<file path="src/rtl/ode_ram_pkg.sv">
// Shared types and default widths for the state-RAM vector reader.
package ode_ram_pkg;

  typedef enum logic [1:0] {
    RD_IDLE,
    RD_READ,
    RD_DRAIN
  } rd_state_t;

  localparam int DEF_ADDRESS_SIZE = 4;
  localparam int DEF_WORD_SIZE    = 32;
  localparam int DEF_FIFO_DEPTH   = 4;

endpackage

</file>
<file path="src/rtl/ram_vec_reader_if.sv">
// Command and output-stream bundle of the vector reader.
// RD_STRIDE_EN adds the cmd_stride field.
interface ram_vec_reader_if #(
  parameter int AW = 4,
  parameter int WW = 32
);

  logic          cmd_valid;
  logic          cmd_ready;
  logic [AW-1:0] cmd_base;
  logic [AW:0]   cmd_len;
`ifdef RD_STRIDE_EN
  logic [AW-1:0] cmd_stride;
`endif
  logic          out_valid;
  logic          out_ready;
  logic [WW-1:0] out_data;
  logic          out_last;

`ifdef RD_STRIDE_EN
  modport master (
    output cmd_valid, cmd_base, cmd_len, cmd_stride,
    input  cmd_ready,
    input  out_valid, out_data, out_last,
    output out_ready
  );
  modport slave (
    input  cmd_valid, cmd_base, cmd_len, cmd_stride,
    output cmd_ready,
    output out_valid, out_data, out_last,
    input  out_ready
  );
`else
  modport master (
    output cmd_valid, cmd_base, cmd_len,
    input  cmd_ready,
    input  out_valid, out_data, out_last,
    output out_ready
  );
  modport slave (
    input  cmd_valid, cmd_base, cmd_len,
    output cmd_ready,
    output out_valid, out_data, out_last,
    input  out_ready
  );
`endif

endinterface

</file>
<file path="src/rtl/ram_rd_fifo.sv">
// Small synchronous FIFO between the RAM read port and the output stream.
module ram_rd_fifo #(
  parameter int WIDTH = 33,
  parameter int DEPTH = 4
) (
  input  logic                     clk,
  input  logic                     rst,
  input  logic                     push_i,
  input  logic [WIDTH-1:0]         din_i,
  input  logic                     pop_i,
  output logic [WIDTH-1:0]         dout_o,
  output logic [$clog2(DEPTH):0]   count_o,
  output logic                     empty_o
);

  localparam int PW = $clog2(DEPTH);
  localparam logic [PW-1:0] P1 = 1;
  localparam logic [PW:0]   C1 = 1;
  localparam logic [PW:0]   CF = (PW+1)'(DEPTH);

  logic [WIDTH-1:0] mem_q [DEPTH];
  logic [PW-1:0]    wptr_q, rptr_q;
  logic [PW:0]      cnt_q;
  logic             do_push, do_pop;

  assign empty_o = (cnt_q == '0);
  assign do_push = push_i & (cnt_q != CF);
  assign do_pop  = pop_i & ~empty_o;
  assign dout_o  = mem_q[rptr_q];
  assign count_o = cnt_q;

  always_ff @(posedge clk) begin
    if (rst) begin
      wptr_q <= '0;
      rptr_q <= '0;
      cnt_q  <= '0;
    end else begin
      if (do_push) wptr_q <= wptr_q + P1;
      if (do_pop)  rptr_q <= rptr_q + P1;
      unique case ({do_push, do_pop})
        2'b10:   cnt_q <= cnt_q + C1;
        2'b01:   cnt_q <= cnt_q - C1;
        default: cnt_q <= cnt_q;
      endcase
    end
  end

  always_ff @(posedge clk) begin
    if (do_push) mem_q[wptr_q] <= din_i;
  end

endmodule

</file>
<file path="src/rtl/ram_vec_reader.sv">
// Reads a vector of RAM words and streams it out through a FIFO.
// RD_STRIDE_EN enables a per-command address stride.
module ram_vec_reader
  import ode_ram_pkg::*;
#(
  parameter int ADDRESS_SIZE = DEF_ADDRESS_SIZE,
  parameter int WORD_SIZE    = DEF_WORD_SIZE,
  parameter int FIFO_DEPTH   = DEF_FIFO_DEPTH
) (
  input  logic                    clk,
  input  logic                    rst,
  ram_vec_reader_if.slave         bus,
  output logic                    ram_we_o,
  output logic [ADDRESS_SIZE-1:0] ram_addr_o,
  input  logic [WORD_SIZE-1:0]    ram_rdata_i,
  output logic                    busy_o,
  output logic                    done_o
);

  localparam int AS = ADDRESS_SIZE;
  localparam int CW = $clog2(FIFO_DEPTH) + 1;
  localparam logic [CW-1:0] FCAP = CW'(FIFO_DEPTH);
  localparam logic [AS:0]   R1   = 1;

  rd_state_t         state_q;
  logic [AS-1:0]     addr_q, step;
  logic [AS:0]       rem_q;
  logic              busy_q, done_q;
  logic [CW-1:0]     fcnt;
  logic              f_empty, push, pop, cmd_acc;
  logic [WORD_SIZE:0] head;

`ifdef RD_STRIDE_EN
  logic [AS-1:0] stride_q;
  assign step = stride_q;
`else
  assign step = AS'(1);
`endif

  assign bus.cmd_ready = (state_q == RD_IDLE) & ~rst;
  assign cmd_acc       = bus.cmd_valid & bus.cmd_ready;
  // Full test uses the registered count; a same-cycle pop does not free a slot.
  assign push          = (state_q == RD_READ) & (fcnt < FCAP);
  assign pop           = bus.out_valid & bus.out_ready;

  assign bus.out_valid = ~f_empty;
  assign bus.out_data  = f_empty ? '0 : head[WORD_SIZE-1:0];
  assign bus.out_last  = ~f_empty & head[WORD_SIZE];

  assign ram_we_o   = 1'b0;
  assign ram_addr_o = addr_q;
  assign busy_o     = busy_q;
  assign done_o     = done_q;

  ram_rd_fifo #(
    .WIDTH (WORD_SIZE + 1),
    .DEPTH (FIFO_DEPTH)
  ) u_fifo (
    .clk     (clk),
    .rst     (rst),
    .push_i  (push),
    .din_i   ({rem_q == R1, ram_rdata_i}),
    .pop_i   (pop),
    .dout_o  (head),
    .count_o (fcnt),
    .empty_o (f_empty)
  );

  always_ff @(posedge clk) begin
    if (rst) begin
      state_q  <= RD_IDLE;
      addr_q   <= '0;
      rem_q    <= '0;
      busy_q   <= 1'b0;
      done_q   <= 1'b0;
`ifdef RD_STRIDE_EN
      stride_q <= '0;
`endif
    end else begin
      done_q <= 1'b0;
      unique case (state_q)
        RD_IDLE: begin
          if (cmd_acc) begin
            rem_q <= bus.cmd_len;
`ifdef RD_STRIDE_EN
            stride_q <= bus.cmd_stride;
`endif
            if (bus.cmd_len == '0) begin
              done_q <= 1'b1;
            end else begin
              addr_q  <= bus.cmd_base;
              busy_q  <= 1'b1;
              state_q <= RD_READ;
            end
          end
        end
        RD_READ: begin
          if (push) begin
            addr_q <= addr_q + step;
            rem_q  <= rem_q - R1;
            if (rem_q == R1) state_q <= RD_DRAIN;
          end
        end
        RD_DRAIN: begin
          if (pop & bus.out_last) begin
            busy_q  <= 1'b0;
            done_q  <= 1'b1;
            state_q <= RD_IDLE;
          end
        end
        default: state_q <= RD_IDLE;
      endcase
    end
  end

endmodule

</file>
<file path="src/flat_wrapper.sv">
// flat-port wrapper written by rule: the top's interface ports become plain ports
module ram_vec_reader_flat import ode_ram_pkg::*;
#(
  parameter int ADDRESS_SIZE = DEF_ADDRESS_SIZE,
  parameter int WORD_SIZE    = DEF_WORD_SIZE,
  parameter int FIFO_DEPTH   = DEF_FIFO_DEPTH
)
  (clk, rst, ram_we_o, ram_addr_o, ram_rdata_i, busy_o, done_o, bus_cmd_valid, bus_cmd_base, bus_cmd_len, bus_cmd_ready, bus_out_valid, bus_out_data, bus_out_last, bus_out_ready);
  ram_vec_reader_if #(.AW((4)), .WW((32))) bus_i ();
  input  logic clk;
  input  logic rst;
  output logic ram_we_o;
  output logic [ADDRESS_SIZE-1:0] ram_addr_o;
  input  logic [WORD_SIZE-1:0] ram_rdata_i;
  output logic busy_o;
  output logic done_o;
  input wire logic [$bits(bus_i.cmd_valid)-1:0] bus_cmd_valid;
  input wire logic [$bits(bus_i.cmd_base)-1:0] bus_cmd_base;
  input wire logic [$bits(bus_i.cmd_len)-1:0] bus_cmd_len;
  output wire logic [$bits(bus_i.cmd_ready)-1:0] bus_cmd_ready;
  output wire logic [$bits(bus_i.out_valid)-1:0] bus_out_valid;
  output wire logic [$bits(bus_i.out_data)-1:0] bus_out_data;
  output wire logic [$bits(bus_i.out_last)-1:0] bus_out_last;
  input wire logic [$bits(bus_i.out_ready)-1:0] bus_out_ready;
  assign bus_i.cmd_valid = bus_cmd_valid;
  assign bus_i.cmd_base = bus_cmd_base;
  assign bus_i.cmd_len = bus_cmd_len;
  assign bus_cmd_ready = bus_i.cmd_ready;
  assign bus_out_valid = bus_i.out_valid;
  assign bus_out_data = bus_i.out_data;
  assign bus_out_last = bus_i.out_last;
  assign bus_i.out_ready = bus_out_ready;
  ram_vec_reader #(.ADDRESS_SIZE(ADDRESS_SIZE), .WORD_SIZE(WORD_SIZE), .FIFO_DEPTH(FIFO_DEPTH)) u_core (.clk(clk), .rst(rst), .bus(bus_i), .ram_we_o(ram_we_o), .ram_addr_o(ram_addr_o), .ram_rdata_i(ram_rdata_i), .busy_o(busy_o), .done_o(done_o));
endmodule
</file>
<file path="config.mk">
export PLATFORM = sky130hd
export DESIGN_NAME = ram_vec_reader_flat
export DESIGN_NICKNAME = d
export VERILOG_FILES = /design/src/rtl/ode_ram_pkg.sv /design/src/rtl/ram_vec_reader_if.sv /design/src/rtl/ram_rd_fifo.sv /design/src/rtl/ram_vec_reader.sv /design/src/flat_wrapper.sv
export SDC_FILE = /design/constraint.sdc
export NUM_CORES = 1
export LEC_CHECK = 0
export CAP_MARGIN = 20
export CORE_MARGIN = 1
export CORE_UTILIZATION = 40
export DETAILED_ROUTE_END_ITERATION = 7
export PLACE_DENSITY = 0.67
export SLEW_MARGIN = 20
export SYNTH_ARGS = -nofsm -noshare
export SYNTH_HDL_FRONTEND = slang
export SYNTH_HIERARCHICAL = 1
export SYNTH_SLANG_ARGS = --single-unit
</file>
<file path="constraint.sdc">
create_clock -name clk -period 2.56 [get_ports clk]
set_clock_uncertainty 0.1 [all_clocks]
set_input_delay 0.512 -clock clk [delete_from_list [all_inputs] [get_ports clk]]
set_output_delay 0.512 -clock clk [all_outputs]
set_load 0.005 [all_outputs]
</file>
# ---- Word-level counts from Yosys, hierarchy flattened
# Memory sizes are Yosys's and may differ from the RTL's. A register that Yosys moved wholly into a read port is not among the register bits.
# Index checks and enable logic that the tools add are counted.
# W data, S select, Z words.
dict set report totals {
  latch_bits 0
  ff_bits 20
  in_bits 45
  romBits 0
  n_memories 1
  wordCells 74
  mem_bits_rw 132
}
dict set report classes {
  reduce_logical 10
  mux 27
  div_mod_pow 0
  shift 0
  addsub 6
  eq_ne 11
  order_cmp 1
  bitwise 10
  multipliers 0
}
# name depth width read_ports rd_ports_with_merged_regs write_ports line
set memory_table {}
lappend memory_table {u_core.u_fifo.mem_q 4 33 1 1 1 ram_rd_fifo.sv:21} ;# logic [WIDTH-1:0] mem_q [DEPTH];
# op count
set ops {}
lappend ops {{$mux W32} 1}
lappend ops {{$mux W2} 7}
lappend ops {{$mux W4} 3}
lappend ops {{$mux W5} 2}
lappend ops {{$pmux W5 S2} 1}
lappend ops {{$and A1 B1 Y1} 8}
lappend ops {{$mux W1} 8}
lappend ops {{$pmux W4 S2} 1}
lappend ops {{$reduce_and A4 Y1} 2}
lappend ops {{$ne A2 B2 Y1 const B} 3}
lappend ops {{$pmux W2 S3} 1}
lappend ops {{$pmux W3 S2} 1}
lappend ops {{$reduce_bool A2 Y1} 3}
lappend ops {{$eq A5 B1 Y1 const B} 1}
lappend ops {{$logic_not A5 Y1} 1}
lappend ops {{$reduce_and A5 Y1} 1}
lappend ops {{$sub A5 B1 Y5 const B} 1}
lappend ops {{$add A2 B1 Y2 const B} 2}
lappend ops {{$add A4 B1 Y4 const B} 1}
lappend ops {{$eq A2 B1 Y1 const B} 2}
lappend ops {{$eq A2 B2 Y1 const B} 2}
lappend ops {{$ne A2 B1 Y1 const B} 2}
lappend ops {{$pmux W1 S2} 2}
lappend ops {{$add A3 B1 Y3 const B} 1}
lappend ops {{other kinds (7)} 8}

# ---- Longest topological paths before layout
# Gate-level depths: netlist of the first run.
dict set report logic_depth {
  word_depth 6
  mapped_depth 10
  mapped_depth_nobuf 10
}

# ---- Cells and area by module
# Netlist of the first run, hierarchy kept.
# mod instances cells_each seq_area_each_um2 area_per_inst_um2
set modules_own_cells {}
lappend modules_own_cells {ram_rd_fifo 1 226 4144.0 5291.3}
lappend modules_own_cells {ram_vec_reader 1 141 260.2 1066.0}

# ---- Worst setup path before layout of the first run
# OpenSTA, ideal clock, no wires.
dict set report synth_timing {
  path_type {reg-to-reg}
  startpoint {register u_core.u_fifo.cnt_q[2] (netlist: u_core/u_fifo/count_o[2])}
  endpoint {register u_core.u_fifo.cnt_q[2] (netlist: u_core/u_fifo/count_o[2])}
  n_path_buf 0
  arrival_time_ns 2.148
  path_stages_with_launch 11
  setup_slack_ns 0.242
  required_time_ns 2.390
  cell_sequence {dfxtp_1 nor3_1 nor2b_1 o31ai_1 inv_1 ha_1 inv_1 fa_1 xor2_1 or3_1 a21oi_1}
}
dict set report synth_via {
  elab_chain_len 6
  elab_cells_between_ends 14
  classes_between {add/sub (2); order compare (1); eq/ne (3); mux (1); bitwise (5); reduce/logical (2)}
}
# element line
set synth_lines {}
lappend synth_lines {{start, declared} ram_rd_fifo.sv:23} ;# logic [PW:0] cnt_q;
lappend synth_lines {{start signal, assigned} ram_rd_fifo.sv:41} ;# 2'b10: cnt_q <= cnt_q + C1;
lappend synth_lines {{start signal, assigned} ram_rd_fifo.sv:42} ;# 2'b01: cnt_q <= cnt_q - C1;
lappend synth_lines {{start signal, assigned} ram_rd_fifo.sv:43} ;# default: cnt_q <= cnt_q;
lappend synth_lines {{$logic_not A3 Y1 *} ram_rd_fifo.sv:26} ;# assign empty_o = (cnt_q == '0);
lappend synth_lines {{named net u_core.f_empty} ram_vec_reader.sv:30} ;# logic f_empty, push, pop, cmd_acc;
lappend synth_lines {{$not A1 Y1 *} ram_vec_reader.sv:46} ;# assign bus.out_valid = ~f_empty;
lappend synth_lines {{$and A1 B1 Y1 *} ram_vec_reader.sv:44} ;# assign pop = bus.out_valid & bus.out_ready;
lappend synth_lines {{named net u_core.pop} ram_vec_reader.sv:30}
lappend synth_lines {{$and A1 B1 Y1 *} ram_rd_fifo.sv:28} ;# assign do_pop = pop_i & ~empty_o;
lappend synth_lines {{named net u_core.u_fifo.do_pop} ram_rd_fifo.sv:24} ;# logic do_push, do_pop;
lappend synth_lines {{$eq A2 B1 Y1 or $eq A2 B2 Y1 (tied branches)} ram_rd_fifo.sv:40} ;# unique case ({do_push, do_pop})
lappend synth_lines {{$pmux W3 S2 or $reduce_bool A2 Y1 (tied branches)} --}
# The timed path passes the listed nets; every way through them passes the cells marked *.
# A chain may end at the register's enable or synchronous reset.

==> results.ini, run 1 <==
[detailed_routing]
wl_um=12950
drt_pass1_iterations=4
vias_per_cell=5.003
drc=0
ant_nets=0
post_drt_wl_per_cell_um=18.34
drt_iter0_drc=181
vias=3532

[timing]
relSlewSlack_pct=61.24
setup_viol=0
worst_pin_slew_ns=0.5793
final.min_clock_period_ns=2.535
slew_viol_final=0
hold_viol_final=0
fin_setup_tns_ns=0
rsz0062_at_grt=yes
max_freq_mhz=394.4
finalCritPeriodShare_pct=99.04
hold_slack_ns=0.3772
worst_slack_ns=0.02469

[min_path]
whs_path_depth=2
holdCritPathClass=flip-flop to flip-flop

[worst_setup_path]
crit_chain=buf_4 > buf_6 > buf_12 > mux4_2 > nor2b_2 > clkbuf_2
crit_required_ns=1.95
cp_top_family=multiplexers
crit_buf_inv=4
cpMaxStageDelayCell=mux4_2
crit_type=flip-flop to output port
crit_path_end_kind=output port
r2r_cells=10
crit_cells=6
slowest_delay_ns=0.48
arrival_ns=1.92
worstPathMaxFanout=5
worstSetupStartpointType=flip-flop

[grt]
grt_max_degree=36
antenna_found_initial=0
grt_pass1_vias=3800
grt_overflow=0
grt_pass1_wl_um=20180
globalRouteTotalUtil_pct=16.63

[finish]
area_growth_syn_to_layout_pct=30.49
design_area_mm2=0.008295
instances_no_fill=706
mostFrequentLayoutCells=edfxtp_1, clkdlybuf4s50_1, mux4_2
layout-drive-gt1-share_pct=29.49
layout_commonest_cell=edfxtp_1
insertedDiodeCount=0
fin_nets=537
final_core_utilization_pct=53.97

[run]
cap_viol_max_count=0

[clock_tree]
clockRootBuffer=clkbuf_16
worstSkewPairLatency_ns=0.42
cts_max_path_buffers=2
cts_made_buffers=17
cts_tree=yes
cts.sinks=154
htree_levels=4
clk_pin_slew_ns=0.06
postCtsHoldBufs=0

[logic_synthesis]
yosys.area.top_type_share_pct=62.35
ys_ff_latch=154
avgSynthCellArea_um2=17.32
ys_top_cells_by_area=edfxtp_1, mux4_2, dfxtp_1
yosysTopAreaCell=edfxtp_1
netlist_instances=367
async_reset_ff_share_pct=0
yosys_warnings=6
synth_seq_area_share_pct=69.28
yosysUniqueCellTypes=54
synth_ff_type=edfxtp_1
synth_area_mm2=0.006357
synth_edf_count=132
synth_nets=421

[placement]
dp_slack_ns=-0.1590
gp_congestion=0.7748
dp_cells=659
post-dp-hpwl_um=7479
portBuffers=85
placed_cell_area_mm2=0.007555

[floorplan]
start_util_pct=41.36
design.core.area_mm2=0.01537
die_area_mm2=0.01640
die_h_um=128.1
num_rows=45
ios=87
dieWidth_um=128.1

[pwr]
switching_share_pct=24.18
total_power_mw=6.629
combinationalPowerShare_pct=18.6
clock_power_share_pct=37.0
p_int_mw=5.026
power.density_mw_per_mm2=799.1
peakVddDrop_uv=488.5
p_sw_mw=1.603
p_seq_share_pct=44.4
p_leak_nw=2.834

[status]
status=finished clean

-- repair_timing --
| action | in CTS | in global routing |
|---|---|---|
| setup buffers | 12 | 4 |
| endpoints found under the setup margin | 34 | 32 |
| gates cloned | 4 | 1 |
| resized for setup | 96 | 45 |
| pin swaps | 0 | 1 |
| endpoints found under the hold margin | 0 | 0 |
-- Yosys cell counts (6+ instances only) --
| cell type | count |
|---|---|
| clkbuf_1 | 7 |
| edfxtp_1 | 132 |
| inv_1 | 14 |
| nor2b_1 | 35 |
| ha_1 | 8 |
| mux4_2 | 30 |
| a21oi_1 | 12 |
| nand2_1 | 9 |
| dfxtp_1 | 22 |
| buf_2 | 6 |
| and2_1 | 6 |
| nor2_1 | 17 |
-- area by class of cell --
class	count	area, um^2
tap	211	264.0
sequential	154	4410
clock buffer	17	425.4
multi-input combinational	180	1828
fill	1229	7076
inverter	14	52.55
clock inverter	14	156.4
timing repair buffer	116	1159
-- cell families after synthesis --
family,count (synthesis),synth area share (%)
xor gates and xnor gates,3,0.4134
other,1,0.05899
DFF,154,69.28
adders and majority gates,9,1.889
and+or+nand+nor,95,8.719
buffers and inverters,33,3.070
muxes,36,12.36
AOI/OAI and AO/OA,36,4.212
-- worst paths after layout --
path	start	end	slack (ns)
setup reg to reg	u_core/u_fifo/count_o[2]	u_core/u_fifo/count_o[2]	0.26
hold reg to reg	u_core/rem_q[1]	u_core/rem_q[1]	0.38
setup / recovery	flip-flop	bus_out_data[17]	0.02
hold / removal	u_core/rem_q[1]	u_core/rem_q[1]	0.38
-- power by group through the flow --
stage	clock network (mW)	logic, mW	registers, mW
4_1_cts	2.51	1.18	2.94
3_5_place_dp	0	1.16	2.99
6_report	2.45	1.23	2.94
5_1_grt	2.60	1.34	2.96
2_1_floorplan	0	0.575	2.97
3_3_place_gp	0	1.13	2.98
-- state kept, by name, summed over array words and instances (netlist names), named ones only --
| register | flops |
|---|---|
| u_core/busy_o | 1 |
| u_core/state_q | 2 |
| u_core/ram_addr_o | 4 |
| u_core/u_fifo/count_o | 3 |
| u_core/u_fifo/wptr_q | 2 |
| u_core/u_fifo/mem_q | 132 |
| u_core/done_o | 1 |
| u_core/rem_q | 5 |
| u_core/u_fifo/rptr_q | 2 |
-- worst reg2reg max path: stages (launching register included) --
cell	delay (ns)
dfxtp_2	0.44
nor3_4	0.10
nor2b_1	0.18
o31ai_1	0.13
inv_1	0.07
ha_1	0.16
inv_1	0.06
fa_1	0.37
xor2_1	0.16
or3_1	0.31
a21oi_1	0.15
-- per-layer routing --
metal | up-vias | part of all wire (%) | GRT usage (%) | routed length [um]
met5 | - | 0 | 0 | 0
met4 | 0 | 1.6 | 7.197 | 212
met3 | 17 | 5.2 | 4.174 | 670
met2 | 91 | 49 | 27.59 | 6398
met1 | 1779 | 44 | 20.74 | 5665
li1 | 1645 | - | - | -
Note: power is estimated with default switching activity, not from simulation.
==> run 2, diff against run 1 <==
SLEW_MARGIN = 40   (was 20)
SYNTH_HIERARCHICAL = not set   (was 1)
==> run 2 against run 1 <==
Global-route usage fell by 0.19 points. Sequential share of layout area grew 0.53 points. Sequential cell count unchanged. Synthesized cell count decreased by 3.5%. Total power up 14%. Register-to-register slack improved by 0.10 ns. Area after synthesis decreased by 2.3%. Clock-buffer cell count rose by 5. Critical endpoint is now bus_out_data[29]. Largest cell class unchanged. Largest power group unchanged.
==> results.ini, run 2 <==
[grt]
grt_max_degree=34
grt_pass1_vias=3637
grt_overflow=0
globalRouteTotalUtil_pct=16.45
antenna_found_initial=0
grt_pass1_wl_um=19350

[logic_synthesis]
post-synth-top-count-cell=edfxtp_1
synth_seq_area_share_pct=70.91
ys_top_cells_by_area=edfxtp_1, mux4_2, dfxtp_1
synth_nets=408
avgSynthCellArea_um2=17.55
synth_area_mm2=0.006211
synth_ff_type=edfxtp_1
netlist_instances=354
ys_ff_latch=154
synthTopCellsByCount=edfxtp_1, and2_1, mux4_2
synth_edf_count=132
yosys.area.top_type_share_pct=63.82
yosys_warnings=0
yosysUniqueCellTypes=46
yosysTopAreaCell=edfxtp_1
async_reset_ff_share_pct=0

[floorplan]
die_h_um=126.6
dieWidth_um=126.6
ios=87
start_util_pct=40.86
die_area_mm2=0.01603
design.core.area_mm2=0.01520
num_rows=45

[timing]
worst_slack_ns=0.04298
relSlewSlack_pct=61.84
rsz0062_at_grt=yes
finalCritPeriodShare_pct=98.32
hold_viol_final=0
fin_setup_tns_ns=0
final.min_clock_period_ns=2.517
max_freq_mhz=397.3
slew_viol_final=0
setup_viol=0
worst_pin_slew_ns=0.5724

[worst_setup_path]
worstSetupStartpointType=flip-flop
crit_required_ns=1.95
rrSetupSlack_ns=0.36
crit_path_end_kind=output port
crit_type=flip-flop to output port
worstPathMaxFanout=4
r2r_start=u_core.u_fifo.count_o[2]
arrival_ns=1.91
r2r_cells=8
reg2reg_to=u_core.u_fifo.count_o[2]

[finish]
insertedDiodeCount=0
mostFrequentLayoutCells=edfxtp_1, clkdlybuf4s50_1, mux4_2
fin_nets=518
layout_commonest_cell=edfxtp_1
instances_no_fill=665
design_area_mm2=0.008212
area_growth_syn_to_layout_pct=32.21
largest_register_ffs=132
final_core_utilization_pct=54.02
largest_register=u_core.u_fifo.mem_q
layout-drive-gt1-share_pct=32.70

[min_path]
holdCritPathClass=flip-flop to flip-flop
whs_path_depth=2
hold_end=u_core.rem_q[1]
hold_start=u_core.rem_q[1]

[placement]
placed_cell_area_mm2=0.007401
dp_cells=620
post-dp-hpwl_um=7113
dp_slack_ns=0.002133
portBuffers=85
gp_congestion=0.7372

[clock_tree]
cts_tree=yes
clk_pin_slew_ns=0.06
cts_made_buffers=17
htree_levels=4
postCtsHoldBufs=0
cts_max_path_buffers=2
clockRootBuffer=clkbuf_16
cts.sinks=154
worstSkewPairLatency_ns=0.42

[pwr]
p_sw_mw=1.827
switching_share_pct=24.17
p_leak_nw=2.827
power.density_mw_per_mm2=920.7
p_int_mw=5.733
peakVddDrop_uv=505.9
p_seq_share_pct=38.5
combinationalPowerShare_pct=27.3
clock_power_share_pct=34.2

[detailed_routing]
drt_iter0_drc=170
vias_per_cell=5.131
drt_pass1_iterations=4
drc=0
post_drt_wl_per_cell_um=18.23
wl_um=12120
vias=3412
ant_nets=0

[status]
status=finished clean

[run]
cap_viol_max_count=0

[run 2: cell types whose count changed in the layout (fill, tap and decap cells not counted), moves of 5 or more]
| cell | previous run | this run |
|---|---|---|
| and2_1 | 2 | 13 |
| and2_4 | 0 | 24 |
| buf_6 | 5 | 15 |
| clkbuf_2 | 14 | 9 |
| clkinv_1 | 5 | 0 |
| nor2b_1 | 25 | 1 |
| nor2b_4 | 8 | 0 |
[run 2: how the worst max path moves through the flow]
stage,from,end,cells after the start,slack [ns]
after floorplan,u_core.state_q[0],u_core.u_fifo.mem_q[0][0],3,0.28
after global placement,bus_out_ready,u_core.u_fifo.count_o[2],8,0.05
after detailed placement,bus_out_ready,u_core.u_fifo.count_o[2],8,0.002
after CTS,flip-flop,bus_out_data[25],6,-0.07
after global routing,flip-flop,bus_out_data[2],6,-0.02
final,flip-flop,bus_out_data[29],6,0.04
[run 2: routing by layer]
layer | global-route usage [%] | vias up | routed length, um
li1 | - | 1593 | -
met1 | 20.55 | 1696 | 5262
met2 | 26.94 | 108 | 6009
met3 | 4.597 | 15 | 652
met4 | 7.087 | 0 | 200
met5 | 0 | - | 0
[run 2: kinds of logic after synthesis]
logic type | synth area share (%)
XOR/XNOR | 0.7052
AO/OA/AOI/OAI | 3.646
flip-flops | 70.91
other | 0.06038
multiplexers | 12.13
adder cells (fa/ha/maj) | 1.934
AND/OR/NAND/NOR | 8.381
buffers and inverters | 2.236
[run 2: critical path, stage by stage, from the launching register on]
cell and delay (ns):
dfxtp_4 0.38, buf_12 0.12, buf_12 0.10, buf_12 0.11, mux4_2 0.50, and2_4 0.16
buf_6 0.11
[run 2: timing repair]
item,CTS,global route
pin swaps,29,2
gates cloned,4,0
resized for setup,135,24
hold endpoints to repair,0,0
buffers inserted,11,0
setup endpoints to repair,34,29
[run 2: power by group through the flow]
stage / registers [mW] / clock network, mW / logic [mW]
floorplan: 2.93 / 0 / 0.892
global placement: 2.95 / 0 / 1.75
detailed placement: 2.95 / 0 / 1.76
CTS: 2.91 / 2.63 / 2.15
global route: 2.92 / 2.73 / 2.23
finish: 2.91 / 2.59 / 2.07
[run 2: through the flow]
| stage | power (mW) | hold WS, ns |
|---|---|---|
| 4_1_cts | 7.696 | 0.3873 |
| 3_3_place_gp | 4.698 | 0.3567 |
| 6_report | 7.561 | 0.3833 |
| 5_1_grt | 7.883 | 0.4154 |
| 2_1_floorplan | 3.822 | 0.3450 |
| 3_5_place_dp | 4.708 | 0.3791 |
[run 2: area by class of cell]
| cell class | count | area (um^2) |
|---|---|---|
| sequential | 154 | 4409 |
| clock buffer | 22 | 484.2 |
| fill | 1211 | 6990 |
| timing repair buffer | 111 | 1167 |
| clock inverter | 10 | 140.1 |
| tap | 188 | 235.2 |
| multi-input combinational | 170 | 1738 |
| inverter | 10 | 37.54 |
==> run 3, diff against run 2 <==
GPL_ROUTABILITY_DRIVEN = 0   (was not set)
==> results of run 3 <==
Final layout, timing and power as in run 2 (identical DEF).
